$ cat src/rtl/scan_code_fifo_if.sv
// rtl/scan_code_fifo_if.sv - push/pop/status bundle between PS/2 receiver, scan-code FIFO and consumer
interface scan_code_fifo_if #(
    parameter int DATA_W = 8,
    parameter int ADDR_W = 2
) ();
    logic              wr_en;
    logic [DATA_W-1:0] wr_data;
    logic              rd_ready;
    logic              clr_ovf;
    logic              rd_valid;
    logic [DATA_W-1:0] rd_data;
    logic [ADDR_W:0]   count;
    logic              full;
    logic              empty;
    logic              overflow;

    modport master (
        output wr_en, wr_data, rd_ready, clr_ovf,
        input  rd_valid, rd_data, count, full, empty, overflow
    );

    modport slave (
        input  wr_en, wr_data, rd_ready, clr_ovf,
        output rd_valid, rd_data, count, full, empty, overflow
    );
endinterface

$ cat src/rtl/scan_code_fifo.sv
// rtl/scan_code_fifo.sv - scan-code FIFO with show-ahead read, sticky overflow and drop/overwrite policy
module scan_code_fifo #(
    parameter int DATA_W    = 8,
    parameter int ADDR_W    = 2,
    parameter int OVERWRITE = 0
) (
    input  logic           clk,
    input  logic           rst,
    scan_code_fifo_if.slave bus
);
    localparam int              DEPTH    = 2 ** ADDR_W;
    localparam logic [ADDR_W:0] FULL_CNT = (ADDR_W + 1)'(DEPTH);

    logic [DATA_W-1:0] mem [DEPTH];
    logic [ADDR_W-1:0] wptr;
    logic [ADDR_W-1:0] rptr;
    logic [ADDR_W:0]   cnt;
    logic              ovf;

    logic full_i;
    logic empty_i;
    logic pop;
    logic ovf_evt;
    logic evict;
    logic push_ok;

    // Status comes only from the registered count, never from wr_en.
    always_comb begin
        full_i  = (cnt == FULL_CNT);
        empty_i = (cnt == '0);
        pop     = !empty_i & bus.rd_ready;
        ovf_evt = bus.wr_en & full_i & !pop;
        evict   = ovf_evt & (OVERWRITE != 0);
        push_ok = bus.wr_en & (!full_i | pop | evict);
    end

    always_ff @(posedge clk) begin
        if (push_ok) mem[wptr] <= bus.wr_data;
    end

    always_ff @(posedge clk or posedge rst) begin
        if (rst) begin
            wptr <= '0;
            rptr <= '0;
            cnt  <= '0;
            ovf  <= 1'b0;
        end else begin
            if (push_ok) wptr <= wptr + 1'b1;
            // An overwrite-full push retires the oldest entry like a pop.
            if (pop | evict) rptr <= rptr + 1'b1;
            if (push_ok & !pop & !evict) cnt <= cnt + 1'b1;
            else if (pop & !push_ok)     cnt <= cnt - 1'b1;
            if (ovf_evt)          ovf <= 1'b1;
            else if (bus.clr_ovf) ovf <= 1'b0;
        end
    end

    assign bus.rd_valid = !empty_i;
    assign bus.rd_data  = empty_i ? '0 : mem[rptr];
    assign bus.count    = cnt;
    assign bus.full     = full_i;
    assign bus.empty    = empty_i;
    assign bus.overflow = ovf;
endmodule

$ cat src/flat_wrapper.sv
// flat-port wrapper written by rule: the top's interface ports become plain ports
module scan_code_fifo_flat 
#(
    parameter int DATA_W    = 8,
    parameter int ADDR_W    = 2,
    parameter int OVERWRITE = 0
)
  (clk, rst, bus_wr_en, bus_wr_data, bus_rd_ready, bus_clr_ovf, bus_rd_valid, bus_rd_data, bus_count, bus_full, bus_empty, bus_overflow);
  scan_code_fifo_if #(.DATA_W(DATA_W), .ADDR_W(ADDR_W)) bus_i ();
  input  logic clk;
  input  logic rst;
  input wire logic [$bits(bus_i.wr_en)-1:0] bus_wr_en;
  input wire logic [$bits(bus_i.wr_data)-1:0] bus_wr_data;
  input wire logic [$bits(bus_i.rd_ready)-1:0] bus_rd_ready;
  input wire logic [$bits(bus_i.clr_ovf)-1:0] bus_clr_ovf;
  output wire logic [$bits(bus_i.rd_valid)-1:0] bus_rd_valid;
  output wire logic [$bits(bus_i.rd_data)-1:0] bus_rd_data;
  output wire logic [$bits(bus_i.count)-1:0] bus_count;
  output wire logic [$bits(bus_i.full)-1:0] bus_full;
  output wire logic [$bits(bus_i.empty)-1:0] bus_empty;
  output wire logic [$bits(bus_i.overflow)-1:0] bus_overflow;
  assign bus_i.wr_en = bus_wr_en;
  assign bus_i.wr_data = bus_wr_data;
  assign bus_i.rd_ready = bus_rd_ready;
  assign bus_i.clr_ovf = bus_clr_ovf;
  assign bus_rd_valid = bus_i.rd_valid;
  assign bus_rd_data = bus_i.rd_data;
  assign bus_count = bus_i.count;
  assign bus_full = bus_i.full;
  assign bus_empty = bus_i.empty;
  assign bus_overflow = bus_i.overflow;
  scan_code_fifo #(.DATA_W(DATA_W), .ADDR_W(ADDR_W), .OVERWRITE(OVERWRITE)) u_core (.clk(clk), .rst(rst), .bus(bus_i));
endmodule
$ cat config.mk
export PLATFORM = sky130hd
export DESIGN_NAME = scan_code_fifo_flat
export DESIGN_NICKNAME = d
export VERILOG_FILES = /design/src/rtl/scan_code_fifo_if.sv /design/src/rtl/scan_code_fifo.sv /design/src/flat_wrapper.sv
export SDC_FILE = /design/constraint.sdc
export NUM_CORES = 1
export LEC_CHECK = 0
export CAP_MARGIN = 10
export CORE_ASPECT_RATIO = 0.5
export CORE_MARGIN = 5
export CORE_UTILIZATION = 28
export CTS_BUF_LIST = sky130_fd_sc_hd__clkbuf_16
export CTS_CLUSTER_DIAMETER = 30
export DETAILED_ROUTE_END_ITERATION = 6
export GPL_ROUTABILITY_DRIVEN = 0
export SKIP_LAST_GASP = 1
export SYNTH_ARGS = -nofsm -noshare
export SYNTH_HDL_FRONTEND = slang
export SYNTH_SLANG_ARGS = --single-unit
$ cat constraint.sdc
create_clock -name clk -period 2.6 [get_ports clk]
set_input_delay 0.65 -clock clk [delete_from_list [all_inputs] [get_ports clk]]
set_output_delay 0.65 -clock clk [all_outputs]
set_load 0.01 [all_outputs]
==> metrics <==
drt wl/cell=13.80 um; Setup WS pre-CTS=103.4 ps; crit path capture type=primary output; clock network fraction of total power=28.1%; share of total power in sequential cells=36.0%; CORE AREA=5634 sq um; clock tree from TritonCTS=built; Layout Area Growth over Synthesis=34.82%; clock latency of the later-clocked register in the worst-skew pair=270 ps; overflow left after global routing=0; highest-count cells in the layout ignoring fill and taps=32 x sky130_fd_sc_hd__edfxtp_1, 19 x sky130_fd_sc_hd__clkdlybuf4s50_1; worst-case setup margin in the final layout=108.2 ps; die outline area=7734 sq um; kind of start point of the critical path=flip-flop; worst-case hold path end point=u_core.bus.count[2]$_DFFE_PP0P_; maximum number of pins on one net before global-route repair=13; cell area after technology mapping=1678 sq um; critical path class=flip-flop to primary output; TritonRoute pass-1 iters=4; Syn Nets=111; Switching Power=0.7039 mW; summed negative setup slack over all endpoints=0 ps; vias after detailed routing=857; I/O Buffers=27; Iter 0 DRT Violations=23; Cells after Synth=92; number of max-capacitance violations reported=0; leading cell type in the layout, fill and taps excluded=sky130_fd_sc_hd__edfxtp_1; final core occ=between 40% and 50%; run status=complete, no violations; end of the worst register-to-register path=u_core.bus.count[1]$_DFFE_PP0P_; net switching fraction of the power=26.30%; Synth Register Bits=40; antenna violations before repair=0; period utilisation layout=a little over nine tenths; Starting Density=29.78%; Die Ht=between 60 and 70 um; slew margin rel.=between 70% and 80%; leakage dissipation=0.9036 nW; maximum level of the CTS H-tree=2; HPWL reported at the end of detailed placement=1985 um; IR drop worst, VDD=369.6 uV; die span in x=between 100 and 150 um; Max Fanout on Critical Path=4; setup repair after global routing missed its margin=false; Min-Delay Startpoint=u_core.bus.count[2]$_DFFE_PP0P_; Post-Route Skew=3.938 ps; clock root buffer=sky130_fd_sc_hd__clkbuf_16; diode insertion count for antenna repair=0; setup violation total in the final timing report=0; Unique masters post-synth=21; worst-case reg-to-reg path depth=7; number of fillers in the final layout=slightly below 500; Max Transition Viols Final=0; remaining number of nets flagged by the antenna check after routing=0; number of cell rows=19; Total Nets Final=145; first-pass GRT wire length=4609 um; Internal=1.972 mW; maximum operating frequency=401.3 MHz; share of final-layout standard cells stronger than drive strength 1=20.63%; Reg clk slew, reported paths=roughly 50 ps; worst-case register-to-register setup slack=310 ps; slew of the pin with the lowest slew margin=444.7 ps; number of clock sinks=40; DR DRC count=0; average vias per placed instance=about 4.3; sequential-to-total area share from yosys stat=69.20%; clock buffers created by TritonCTS=5; required time of the worst setup path=about 2000 ps; Gate power share=35.9%; power density over the cells=about 1200 nW/um^2; via count of the first global-routing pass=966; mean area per synthesized cell=roughly 18 sq um; global-route usage over all layers=7.698%; # IOs=28; Critical Path AT=1840 ps; cell depth of the worst min-delay path=1; final hold violation count=0; synthesis warning total=0; min cycle time layout=around 2500 ps; FF-to-FF Start=u_core.bus.count[0]$_DFFE_PP0P_; deepest clock path buffer count=2; class of the tightest hold or removal check=flip-flop to flip-flop; total wire length after detailed routing=about 2700 um
==> state kept, by name, indices dropped and copies added, names as in the netlist <==
register	count
u_core.wptr	2
u_core.mem	32
u_core.bus.count	3
u_core.bus.overflow	1
u_core.rptr	2
==> what timing repair did <==
action                     in CTS  in global routing
hold buffers                    0                  0
setup buffers                   0                  0
setup endpoints to repair       9                  8
gates resized for setup         2                  8
==> critical path: stages, from the launching register on <==
cell                              delay, ps
sky130_fd_sc_hd__dfrtp_1                370
sky130_fd_sc_hd__buf_4                  150
sky130_fd_sc_hd__or3b_1                 430
sky130_fd_sc_hd__inv_1                   80
sky130_fd_sc_hd__clkdlybuf4s50_1        530
==> logic make-up (layout without fill, tap and decap cells) <==
| family | Yosys count | after routing | synth area share, % |
|---|---|---|---|
| buf+inv | 11 | 45 | 2.535 |
| fa+ha+maj | 6 | 6 | 4.922 |
| flops | 40 | 40 | 69.20 |
| mux | 10 | 10 | 12.30 |
| compound gates | 2 | 2 | 1.417 |
| simple gates | 17 | 17 | 6.487 |
| xor+xnor | 6 | 6 | 3.132 |
==> metrics by stage <==
| stage | total power [mW] | hold WS, ps | cells | instance area [sq um] |
|---|---|---|---|---|
| 2_1_floorplan | 1.521 | 465.7 | 92 | 1678 |
| 3_3_place_gp | 1.967 | 498.5 | 192 | 2049 |
| 3_5_place_dp | 1.979 | 506.1 | 192 | 2049 |
| 4_1_cts | 2.755 | 519.9 | 199 | 2242 |
| 5_1_grt | 2.845 | 544.5 | 199 | 2262 |
| 6_report | 2.676 | 520.2 | 199 | 2262 |
==> power groups by stage <==
stage	combinational, mW	clock, mW	sequential, mW
4_1_cts	1.02	0.769	0.964
2_1_floorplan	0.577	0	0.944
6_report	0.960	0.753	0.963
5_1_grt	1.06	0.800	0.983
3_5_place_dp	1.01	0	0.973
3_3_place_gp	1.00	0	0.967
==> synth_stat cells, drive strengths merged <==
library cell | instances | share of area (%)
ha | 5 | 3.7
nand3 | 1 | 0.30
buf | 1 | 0.30
mux2 | 2 | 1.6
nand2 | 1 | 0.22
fa | 1 | 1.2
xor2 | 2 | 1.0
xnor2 | 4 | 2.1
clkbuf | 2 | 0.45
or3b | 1 | 0.52
inv | 8 | 1.8
nor2 | 1 | 0.22
and2 | 12 | 4.8
dfrtp | 8 | 12
edfxtp | 32 | 57
mux4 | 8 | 11
o21a | 1 | 0.89
o32ai | 1 | 0.52
or3 | 1 | 0.45
==> cell type report <==
cell class                      instances  area, sq um  share of cell area, %
Tap cell                               73        91.34                  4.038
Clock buffer                            5        125.1                  5.531
Inverter                                8        30.03                  1.327
Timing Repair Buffer                   30        316.6                  13.99
Clock inverter                          2        60.06                  2.655
Sequential cell                        40         1161                  51.33
Multi-Input combinational cell         41        478.0                  21.13
==> layer usage <==
metal	vias to the layer above	GRT usage (%)	wire (um)
met1	436	8.223	1119
met4	0	3.709	38
met2	10	14.47	1534
met3	4	1.998	54
li1	407	-	-
met5	-	0	0
==> worst max-delay path by stage <==
| stage | startpoint | end | slack [ps] | depth (start not counted) |
|---|---|---|---|---|
| 2_1_floorplan | u_core.bus.count[0]$_DFFE_PP0P_ | u_core.bus.count[1]$_DFFE_PP0P_ | 440 | 6 |
| 3_3_place_gp | bus_rd_ready | u_core.bus.count[2]$_DFFE_PP0P_ | 140 | 8 |
| 3_5_place_dp | bus_rd_ready | u_core.bus.count[2]$_DFFE_PP0P_ | 100 | 8 |
| 4_1_cts | u_core.rptr[0]$_DFFE_PP0N_ | bus_rd_data[1] | 2 | 4 |
| 5_1_grt | u_core.bus.count[0]$_DFFE_PP0P_ | bus_full | 30 | 4 |
| 6_report | u_core.bus.count[0]$_DFFE_PP0P_ | bus_full | 110 | 4 |
No activity file was read; power rests on OpenSTA's default activity.
